## src/rtl/dmem_arbiter.sv

```systemverilog
// Arbiter sharing the single-port data memory between the CPU MEM stage and a DMA loader.
// Optional ARB_STATS_EN adds saturating stall_cycles / dma_beats counters.
module dmem_arbiter #(
  parameter int unsigned MAX_WAIT  = 4,
  parameter int unsigned BURST_LEN = 4
) (
  input  logic        clk,
  input  logic        reset_b,
  input  logic        cpu_rd,
  input  logic        cpu_wr,
  input  logic [31:0] cpu_addr,
  input  logic [31:0] cpu_wdata,
  output logic [31:0] cpu_rdata,
  output logic        cpu_stall,
  input  logic        dma_req,
  input  logic        dma_we,
  input  logic [31:0] dma_addr,
  input  logic [31:0] dma_wdata,
  output logic        dma_ack,
  output logic [31:0] dma_rdata,
  output logic        mem_rd,
  output logic        mem_wr,
  output logic [31:0] mem_addr,
  output logic [31:0] mem_wdata,
  input  logic [31:0] mem_rdata
`ifdef ARB_STATS_EN
  ,
  output logic [15:0] stall_cycles,
  output logic [15:0] dma_beats
`endif
);

  typedef enum logic [0:0] {OWN_CPU = 1'b0, OWN_DMA = 1'b1} owner_e;

  localparam logic [7:0] WAIT_LIM = 8'(MAX_WAIT - 1);
  localparam logic [7:0] BEAT_LIM = 8'(BURST_LEN - 1);

  owner_e     owner_q, owner_d;
  logic [7:0] wait_cnt_q, wait_cnt_d;
  logic [7:0] beat_cnt_q, beat_cnt_d;
  logic       cpu_req;
  logic       dma_sel;

  function automatic logic [7:0] sat_inc8(input logic [7:0] v);
    if (v == 8'hFF) begin
      return v;
    end else begin
      return v + 8'd1;
    end
  endfunction

  assign cpu_req = cpu_rd | cpu_wr;

  // State register: ownership and the starvation/burst counters
  always_ff @(posedge clk or negedge reset_b) begin
    if (!reset_b) begin
      owner_q    <= OWN_CPU;
      wait_cnt_q <= 8'd0;
      beat_cnt_q <= 8'd0;
    end else begin
      owner_q    <= owner_d;
      wait_cnt_q <= wait_cnt_d;
      beat_cnt_q <= beat_cnt_d;
    end
  end

  // Next-state logic: CPU priority, bounded DMA wait and bounded DMA burst
  always_comb begin
    owner_d    = owner_q;
    wait_cnt_d = wait_cnt_q;
    beat_cnt_d = beat_cnt_q;
    case (owner_q)
      OWN_CPU: begin
        if (dma_req) begin
          if (!cpu_req || (wait_cnt_q >= WAIT_LIM)) begin
            owner_d    = OWN_DMA;
            wait_cnt_d = 8'd0;
            beat_cnt_d = 8'd0;
          end else begin
            wait_cnt_d = sat_inc8(wait_cnt_q);
          end
        end else begin
          wait_cnt_d = 8'd0;
        end
      end
      OWN_DMA: begin
        // A dropped request hands back in the same cycle, so the CPU never sees a bubble
        if (!dma_req || (beat_cnt_q == BEAT_LIM)) begin
          owner_d    = OWN_CPU;
          wait_cnt_d = 8'd0;
          beat_cnt_d = 8'd0;
        end else begin
          beat_cnt_d = beat_cnt_q + 8'd1;
        end
      end
      default: begin
        owner_d    = OWN_CPU;
        wait_cnt_d = 8'd0;
        beat_cnt_d = 8'd0;
      end
    endcase
  end

  // Output logic: zero-latency bus mux toward DataMem
  always_comb begin
    dma_sel = (owner_q == OWN_DMA) && dma_req;
    if (dma_sel) begin
      mem_rd    = !dma_we;
      mem_wr    = dma_we;
      mem_addr  = dma_addr;
      mem_wdata = dma_wdata;
    end else begin
      mem_rd    = cpu_rd;
      mem_wr    = cpu_wr;
      mem_addr  = cpu_addr;
      mem_wdata = cpu_wdata;
    end
    dma_ack   = dma_sel;
    cpu_stall = cpu_req && dma_sel;
    cpu_rdata = mem_rdata;
    dma_rdata = mem_rdata;
  end

`ifdef ARB_STATS_EN
  logic [15:0] stall_cycles_q, stall_cycles_d;
  logic [15:0] dma_beats_q, dma_beats_d;

  // Statistics registers
  always_ff @(posedge clk or negedge reset_b) begin
    if (!reset_b) begin
      stall_cycles_q <= 16'd0;
      dma_beats_q    <= 16'd0;
    end else begin
      stall_cycles_q <= stall_cycles_d;
      dma_beats_q    <= dma_beats_d;
    end
  end

  // Statistics next-state: saturating event counters
  always_comb begin
    stall_cycles_d = stall_cycles_q;
    dma_beats_d    = dma_beats_q;
    if (cpu_stall && (stall_cycles_q != 16'hFFFF)) begin
      stall_cycles_d = stall_cycles_q + 16'd1;
    end else begin
      stall_cycles_d = stall_cycles_q;
    end
    if (dma_ack && (dma_beats_q != 16'hFFFF)) begin
      dma_beats_d = dma_beats_q + 16'd1;
    end else begin
      dma_beats_d = dma_beats_q;
    end
  end

  assign stall_cycles = stall_cycles_q;
  assign dma_beats    = dma_beats_q;
`endif

endmodule

```

## config.mk

```make
export PLATFORM = sky130hd
export DESIGN_NAME = dmem_arbiter
export DESIGN_NICKNAME = d
export VERILOG_FILES = /design/src/rtl/dmem_arbiter.sv
export SDC_FILE = /design/constraint.sdc
export NUM_CORES = 1
export LEC_CHECK = 0
export CAP_MARGIN = 20
export CELL_PAD_IN_SITES_DETAIL_PLACEMENT = 0
export CELL_PAD_IN_SITES_GLOBAL_PLACEMENT = 1
export CORE_ASPECT_RATIO = 0.6
export CORE_MARGIN = 2
export CORE_UTILIZATION = 13
export DETAILED_ROUTE_END_ITERATION = 6
export GPL_ROUTABILITY_DRIVEN = 0
export PLACE_DENSITY = 0.89
export SYNTH_ARGS = -nofsm -noshare
export SYNTH_HDL_FRONTEND = slang
export SYNTH_SLANG_ARGS = --single-unit
```

## constraint.sdc

```tcl
create_clock -name clk -period 1.8 [get_ports clk]
set_clock_uncertainty 0.1 [all_clocks]
set_input_delay 0.18 -clock clk [delete_from_list [all_inputs] [get_ports clk]]
set_output_delay 0.18 -clock clk [all_outputs]
set_load 0.01 [all_outputs]
```

; ---- After elaboration in Yosys (flattened, before gate mapping)
; Cells that the tools add are included.
[totals]
register_bits = 17
in_bits = 166
output_inout_bits = 132
word_cells = 40
[classes]
add_sub_neg = 2
magnitude_cmp = 1
eq_ne = 6
mux = 17
bitwise_logic = 2
n_reduce_logical = 9
[op_table]
columns = cell, count
row1 = $mux 32, 2
row2 = $mux 8, 7
row3 = $pmux 8 s2, 2
row4 = $add 8x1->8 const B, 2
row5 = $eq 8x2->1 const B, 1
row6 = $eq 8x8->1 const B, 1
row7 = $ge 8x2->1 const B, 1
row8 = $mux 1, 5
row9 = $ne 2x2->1 const B, 2
row10 = $ne 4x4->1 const B, 1
row11 = $reduce_and 2->1, 2
row12 = $logic_not 1->1, 3
row13 = $logic_and 1x1->1, 2
row14 = $logic_or 1x1->1, 2
row15 = $ne 2x1->1 const B, 1
row16 = $pmux 1 s2, 1
row17 = $not 1->1, 1
row18 = $or 1x1->1, 1

; ---- Longest topological paths before layout
; Gate-level depths: netlist of run 1.
[logic_depth]
ltp_word = 6
mapped_depth = 5
mapped_depth_nobuf = 5

; ---- Least setup slack after synthesis of run 1
; No wires, ideal clock.
[synth_timing]
kind = register to register
startpoint = register beat_cnt_q[0]
endpoint = register wait_cnt_q[0]
setup_ns = 0.125
arrival_ns = 1.716
t_required_ns = 1.575
slack_ns = -0.141
path_stages_with_launch = 5
n_path_buf = 0
period_less_slack_ns = 1.941
cell_sequence = dfrtp_1 > ha_1 > or4b_4 > o41a_4 > mux2_4
[synth_between]
elab_chain_len = 4
[synth_rtl]
columns = element, line_no
row1 = "start, declared", 40  ; logic [7:0] beat_cnt_q, beat_cnt_d;
row2 = "start signal, assigned", 63  ; beat_cnt_q <= beat_cnt_d;
row3 = $eq 8x2->1, 88  ; if (!dma_req || (beat_cnt_q == BEAT_LIM)) begin
row4 = $logic_or 1x1->1, 88
row5 = $ne 2x1->1 (no source line), --
row6 = $reduce_and 2->1 (no source line), --
row7 = "end signal, assigned", 62  ; wait_cnt_q <= wait_cnt_d;
row8 = "end, declared", 39  ; logic [7:0] wait_cnt_q, wait_cnt_d;
; No other way between the ends.
; A chain may end at the register's enable or synchronous reset.

; ---- Final worst setup path of run 1
[layout_timing]
startpoint = register beat_cnt_q[1]
endpoint = register wait_cnt_q[0]
; Same word-level chain as after synthesis.

==> results.md, run 1 <==
* Synth warn at 0
* Cells after synthesis at 357
* Final non-filler cell total at 749
* Fin. max-slew vios at 0
* DRC viols at 0
* Commonest non-fill, non-tap cell in the layout: nand2_1
* Slew HR at 75.7%
* Skew-Pair Late Insertion Delay at 0.25 ns
* Post-Syn Area at 2180 um^2
* Vias/cell at 3.75
* FMAX at 512 MHz
* Vias in the first global route at 2645
* CP peak stage delay at 0.50 ns
* Total Routing Usage GR at 9.52%
* Register area share after synthesis at 19.5%
* Net count, final at 690
* Initial antenna violation count at 0
* Crit share post-route at 109%
* CTS Root Cell: clkbuf_16
* GR Overflow Total at 0
* Commonest cells after routing, fill and taps aside: nand2_1, clkdlybuf4s50_1, clkbuf_2, buf_4, dfrtp_1
* Filler cells at 1825
* Tightest Pin Transition at 0.364 ns
* Hold Violations, Final at 0
* RSZ-0062 raised after global routing: true
* Clock Sinks at 17
* Global-route wire length before repair at 13.6 mm
* Final setup viols at 13
* CP required at 1.83 ns
* Share of post-route cells with drive strength above 1 at 22.3%
* Synth Register Bits at 17
* Failing checks: negative setup slack
* Status: finished, violations left
* Worst path cell trace: ha_2 > or4b_4 > o41a_4 > mux2_4
* Core Rows at 36
* Port bufs at 201
* Max_cap viols at 0
* Final min period at 1.95 ns
* Core area at 16300 um^2
* Post-synth cell types at 34
* Total chip power at 0.00201 W
* Ant. Diodes at 0
* Crit path capture type: flop
* Cell count after placement at 729
* Initial DRC count at 147
* Detailed-router iteration count before antenna repair at 4
* Crit start category: flop
* I/O Pins at 298
* Area grow syn2layout at 101%
* WL per Instance at 13.6 um
* Largest net degree at the start of global routing at 44
* Post-route worst setup slack at -0.154 ns
* CTS H-Tree Depth at 1
* Synth Net Count at 525
* Die footprint at 17900 um^2
* Top delay family on crit path: simple AND/OR/NAND/NOR gates
* Inserted Clock Buffers at 3
* Critical path class: flop to flop
* Longest Clk Path Bufs at 2
* Hold WC Path Type: primary input to asynchronous set/reset pin
* Detailed placer's ending HPWL at 6.89 mm
* Die width at 171 um
* Critical path's slowest cell: or4b_4
* Syn avg cell area at 6.11 um^2
* ANT nets after route at 0
* Final WL at 10.2 mm
* Via count at 2809
* Multi-input logic area at 1320 um^2
* CTS tree: done
* Largest fanout on the critical path at 5
* Initial Utilization at 13.4%
* Worst IR drop on VDD at 0.000308 V
* Min Hold Slack at 0.149 ns
* CP bufs+invs at 0
* LEAKAGE at 2.15 nW
* CP arrival at 1.99 ns
* Power per cell area at 461 nW/um^2
* Clk slew on worst S/H paths at 0.05 ns
* Sequential cell area at 425 um^2
* Die Ht at 104 um
## worst paths after layout
kind	startpoint	to	slack, ns	depth (start not counted)
worst min-delay path	reset_b	wait_cnt_q[6]	0.15	2
worst min register to register	wait_cnt_q[6]	wait_cnt_q[6]	0.43	2
worst max register to register	beat_cnt_q[1]	wait_cnt_q[0]	-0.15	4
max in group asynchronous	reset_b	beat_cnt_q[4]	1.26	2
worst max-delay path	beat_cnt_q[1]	wait_cnt_q[0]	-0.15	4
min in group clk	mem_rdata[12]	cpu_rdata[12]	0.26	0
## power by group
part / switching (W) / internal [W] / leakage (nW)
registers: 0.0000161 / 0.000408 / 0.234
logic: 0.000488 / 0.000648 / 1.87
clock network: 0.000154 / 0.000300 / 0.0371
## final cells by class
cell class / count / area share [%]
multi-input cells: 260 / 30.1
well taps: 228 / 6.52
repair buffers: 238 / 51.4
flip-flops and latches: 17 / 9.73
clock inverters: 1 / 0.172
clock buffers: 3 / 1.72
inverters: 2 / 0.343
## per-stage QoR
stage | instance area, um^2 | util, % | setup WS, ns | setup TNS [ns]
global placement | 4150 | 25.4 | -0.318 | -18.15
global route | 4370 | 26.8 | -0.203 | -2.32
floorplan | 2180 | - | -0.141 | -1.07
CTS | 4310 | 26.4 | -0.225 | -3.12
detailed placement | 4150 | 25.4 | -0.328 | -19.30
finish | 4370 | 26.8 | -0.154 | -1.14
## cells in the mapped netlist
master      n  share of area, %
buf_1       1              0.17
a21oi_1     4              0.92
o41ai_4     2               2.5
or4b_4      1              0.63
nand4_1     1              0.29
nor3_1      1              0.23
inv_1       1              0.17
and3_2      2              0.69
a31oi_1     2              0.57
inv_2       1              0.17
and3_1      2              0.57
a22o_1      2              0.80
nor2_1     11               1.9
ha_1        2               1.1
clkbuf_1   14               2.4
or4_4       1              0.52
or2_2       1              0.29
buf_4      64                22
nand2b_1    1              0.29
mux2i_1     1              0.46
nor2_4      1              0.52
nand2_1   200                34
o21ai_1     1              0.23
o41a_4      1              0.98
nand3_1     4              0.92
and4_1      1              0.40
o311ai_0    1              0.40
mux2_4      1              0.69
dfrtp_1    17                20
nor4_4      1              0.98
and2_2      1              0.34
a41oi_1     4               1.6
o21ai_0     7               1.6
or3_1       2              0.57
## sequential cells by signal, summed over array words and instances (netlist names)
name	cells
owner_q	1
wait_cnt_q	8
beat_cnt_q	8
## cell families (layout without fill, tap and decap cells)
kind of cell | count (synthesis) | in the layout | share of synthesized area, %
simple gates | 231 | 231 | 43.6
buf+inv | 81 | 244 | 25.0
compound gates | 24 | 25 | 9.64
flops | 17 | 17 | 19.5
fa+ha+maj | 2 | 2 | 1.15
mux | 2 | 2 | 1.15
## per-layer routing
| layer | up-vias | share of wire [%] | GRT usage (%) |
|---|---|---|---|
| li1 | 1395 | - | - |
| met1 | 1214 | 45 | 12.3 |
| met2 | 190 | 41 | 14.5 |
| met3 | 10 | 13 | 4.79 |
| met4 | 0 | 0.73 | 1.15 |
| met5 | - | 0 | 0 |
## what timing repair did
action	in CTS	in global routing
hold buffers	0	0
gates resized for setup	141	83
pin swaps	14	10
gates cloned	3	4
setup endpoints to repair	85	73
setup buffers	4	6
## worst reg2reg max path: cells and delay by family (launching register included)
| family | cells | cell delay [ns] |
|---|---|---|
| simple gates | 1 | 0.50 |
| compound gates | 1 | 0.42 |
| flops | 1 | 0.35 |
| mux | 1 | 0.28 |
| fa+ha+maj | 1 | 0.19 |
Power figures use the tool's default switching activity.
==> inputs of run 2 (changes only) <==
--- a/config.mk
+++ b/config.mk
@@ -8,12 +8,12 @@
 export CAP_MARGIN = 20
 export CELL_PAD_IN_SITES_DETAIL_PLACEMENT = 0
 export CELL_PAD_IN_SITES_GLOBAL_PLACEMENT = 1
-export CORE_ASPECT_RATIO = 0.6
-export CORE_MARGIN = 2
-export CORE_UTILIZATION = 13
+export CORE_AREA = 2 2 116 118
 export DETAILED_ROUTE_END_ITERATION = 6
+export DIE_AREA = 0 0 118 120
+export DONT_BUFFER_PORTS = 1
 export GPL_ROUTABILITY_DRIVEN = 0
-export PLACE_DENSITY = 0.89
+export PLACE_DENSITY = 0.55
 export SYNTH_ARGS = -nofsm -noshare
 export SYNTH_HDL_FRONTEND = slang
 export SYNTH_SLANG_ARGS = --single-unit
==> results.md, run 2 (synthesized netlist as in run 1, its figures left out) <==
* LEAKAGE at 1.13 nW (-48%)
* Skew-Pair Late Insertion Delay at 0.25 ns (about the same)
* Hold Crit Start: dma_req
* Slew HR at 45.4% (-30 points)
* DP Area at 2010 um^2 (-52%)
* RSZ-0062 raised after global routing: true
* Largest net degree at the start of global routing at 41 (-6.8%)
* Longest Clk Path Bufs at 2 (unchanged)
* Final setup viols at 17 (+4)
* Clk slew on worst S/H paths at 0.05 ns (about the same)
* Fin. max-slew vios at 0 (unchanged)
* Commonest cells after routing, fill and taps aside: nand2_1, dfrtp_1, buf_4, nor2_1
* GR Overflow Total at 0 (unchanged)
* Initial antenna violation count at 0 (unchanged)
* Vias/cell at 4.21 (+12%)
* Share of post-route cells with drive strength above 1 at 16.1% (-6.2 points)
* Ant. Diodes at 0 (unchanged)
* Critical path class: flop to flop
* I/O Pins at 298 (unchanged)
* Final min period at 1.95 ns (-0.00254 ns)
* Multi-input logic area at 1260 um^2 (-4.6%)
* CP bufs+invs at 0 (unchanged)
* Clock Sinks at 17 (unchanged)
* Vias in the first global route at 1661 (-37%)
* Tightest Pin Transition at 0.817 ns (+0.453 ns)
* Port bufs at 0 (-100%)
* ANT nets after route at 0 (unchanged)
* Biggest regs: beat_cnt_q (8), wait_cnt_q (8), owner_q (1)
* Final non-filler cell total at 481 (-36%)
* Status: finished, violations left
* Filler cells at 1445 (-21%)
* CP required at 1.83 ns (about the same)
* CP arrival at 1.98 ns (about the same)
* CTS tree: done
* Min Hold Slack at 0.0636 ns (-0.0852 ns)
* Max_cap viols at 0 (unchanged)
* Core Rows at 42 (+17%)
* Worst IR drop on VDD at 0.000317 V (+2.9%)
* Total Routing Usage GR at 8.55% (-0.97 points)
* Top delay family on crit path: simple AND/OR/NAND/NOR gates
* Core area at 13000 um^2 (-20%)
* Detailed-router iteration count before antenna repair at 4 (unchanged)
* Area grow syn2layout at 0.631%
* Reg2Reg Launch Point: beat_cnt_q[0]
* Power per cell area at 672 nW/um^2 (+46%)
* Critical path's slowest cell: or4b_4
* Sequential cell area at 425 um^2 (unchanged)
* Crit share post-route at 108% (-0.14 points)
* Via count at 2027 (-28%)
* WL per Instance at 14.1 um (+3.2%)
* Post-route worst setup slack at -0.152 ns (+0.00254 ns)
* Crit start category: flop
* Commonest non-fill, non-tap cell in the layout: nand2_1
* Die Ht at 120 um (+15%)
* Setup TNS at -1.41 ns (-0.262 ns)
* Largest fanout on the critical path at 5 (unchanged)
* Failing checks: negative setup slack
* CTS Root Cell: clkbuf_16
* FMAX at 512 MHz (+0.13%)
* Die width at 118 um (-31%)
* Global-route wire length before repair at 9.36 mm (-31%)
* Cell count after placement at 471 (-35%)
* CP peak stage delay at 0.50 ns (about the same)
* Die footprint at 14200 um^2 (-21%)
* DRC viols at 0 (unchanged)
* Hold Violations, Final at 0 (unchanged)
* Detailed placer's ending HPWL at 5.36 mm (-22%)
* Worst path cell trace: ha_2 > or4b_4 > o41a_4 > mux2_4
* Final non-filler cell area at 2190 um^2 (-50%)
* Net count, final at 474 (-31%)
* Hold WC Path Type: primary input to flop
* Initial Utilization at 16.8% (+3.4 points)
* CTS H-Tree Depth at 1 (unchanged)
* Inserted Clock Buffers at 3 (unchanged)
* Crit path capture type: flop
* Crit. Startpoint: beat_cnt_q[0]
* Reg2Reg Setup Slack at -0.15 ns (about the same)
* Initial DRC count at 155 (+5.4%)
* Final WL at 6.76 mm (-34%)
[run 2: repair_timing]
| action | CTS | global route |
|---|---|---|
| pin swaps | 1 | 7 |
| gates resized for setup | 8 | 10 |
| endpoints found under the setup margin | 24 | 32 |
| cloned | 1 | 0 |
| endpoints found under the hold margin | 17 | 0 |
| hold buffers | 1 | 0 |
| buffers inserted | 2 | 2 |
[run 2: report_power, final]
group | internal [W] | switching, W | total (W)
Clock | 0.000297 | 0.000154 | 0.000452
Combinational | 0.000217 | 0.000377 | 0.000594
Sequential | 0.000408 | 0.0000194 | 0.000427
Total | 0.000923 | 0.000551 | 0.00147
[run 2: worst paths after layout]
kind	to	cells past startpoint
setup / recovery	wait_cnt_q[0]	4
hold / removal	owner_q	2
setup reg to reg	wait_cnt_q[0]	4
hold reg to reg	wait_cnt_q[7]	2
max in group asynchronous	wait_cnt_q[6]	1
min in group asynchronous	beat_cnt_q[0]	1
[run 2: worst reg2reg max path, stage by stage, from the launching register on]
cell and delay [ns]:
dfrtp_1 0.36, ha_2 0.19, or4b_4 0.50, o41a_4 0.42
mux2_4 0.27
[run 2: cell type report]
| class | instances | share of cell area [%] |
|---|---|---|
| inverters | 2 | 0.342 |
| repair buffers | 22 | 9.24 |
| multi-input cells | 260 | 57.3 |
| clock inverters | 1 | 0.228 |
| clock buffers | 3 | 3.42 |
| well taps | 176 | 10.0 |
| flip-flops and latches | 17 | 19.4 |
[run 2: per-layer routing]
| metal | part of all wire (%) | GRT usage, % | vias up |
|---|---|---|---|
| met4 | 1.9 | 2.26 | 0 |
| met1 | 40 | 10.4 | 897 |
| met2 | 50 | 15.2 | 153 |
| met3 | 8.2 | 2.00 | 14 |
| met5 | 0 | 0 | - |
| li1 | - | - | 963 |
[run 2: through the flow]
stage / util, % / worst slack [ns] / total power, W
4_1_cts: 16.5 / -0.111 / 0.00146
2_1_floorplan: - / -0.141 / 0.000955
3_5_place_dp: 15.5 / -0.123 / 0.000967
3_3_place_gp: 15.5 / -0.111 / 0.000958
6_report: 16.9 / -0.152 / 0.00147
5_1_grt: 16.9 / -0.192 / 0.00156
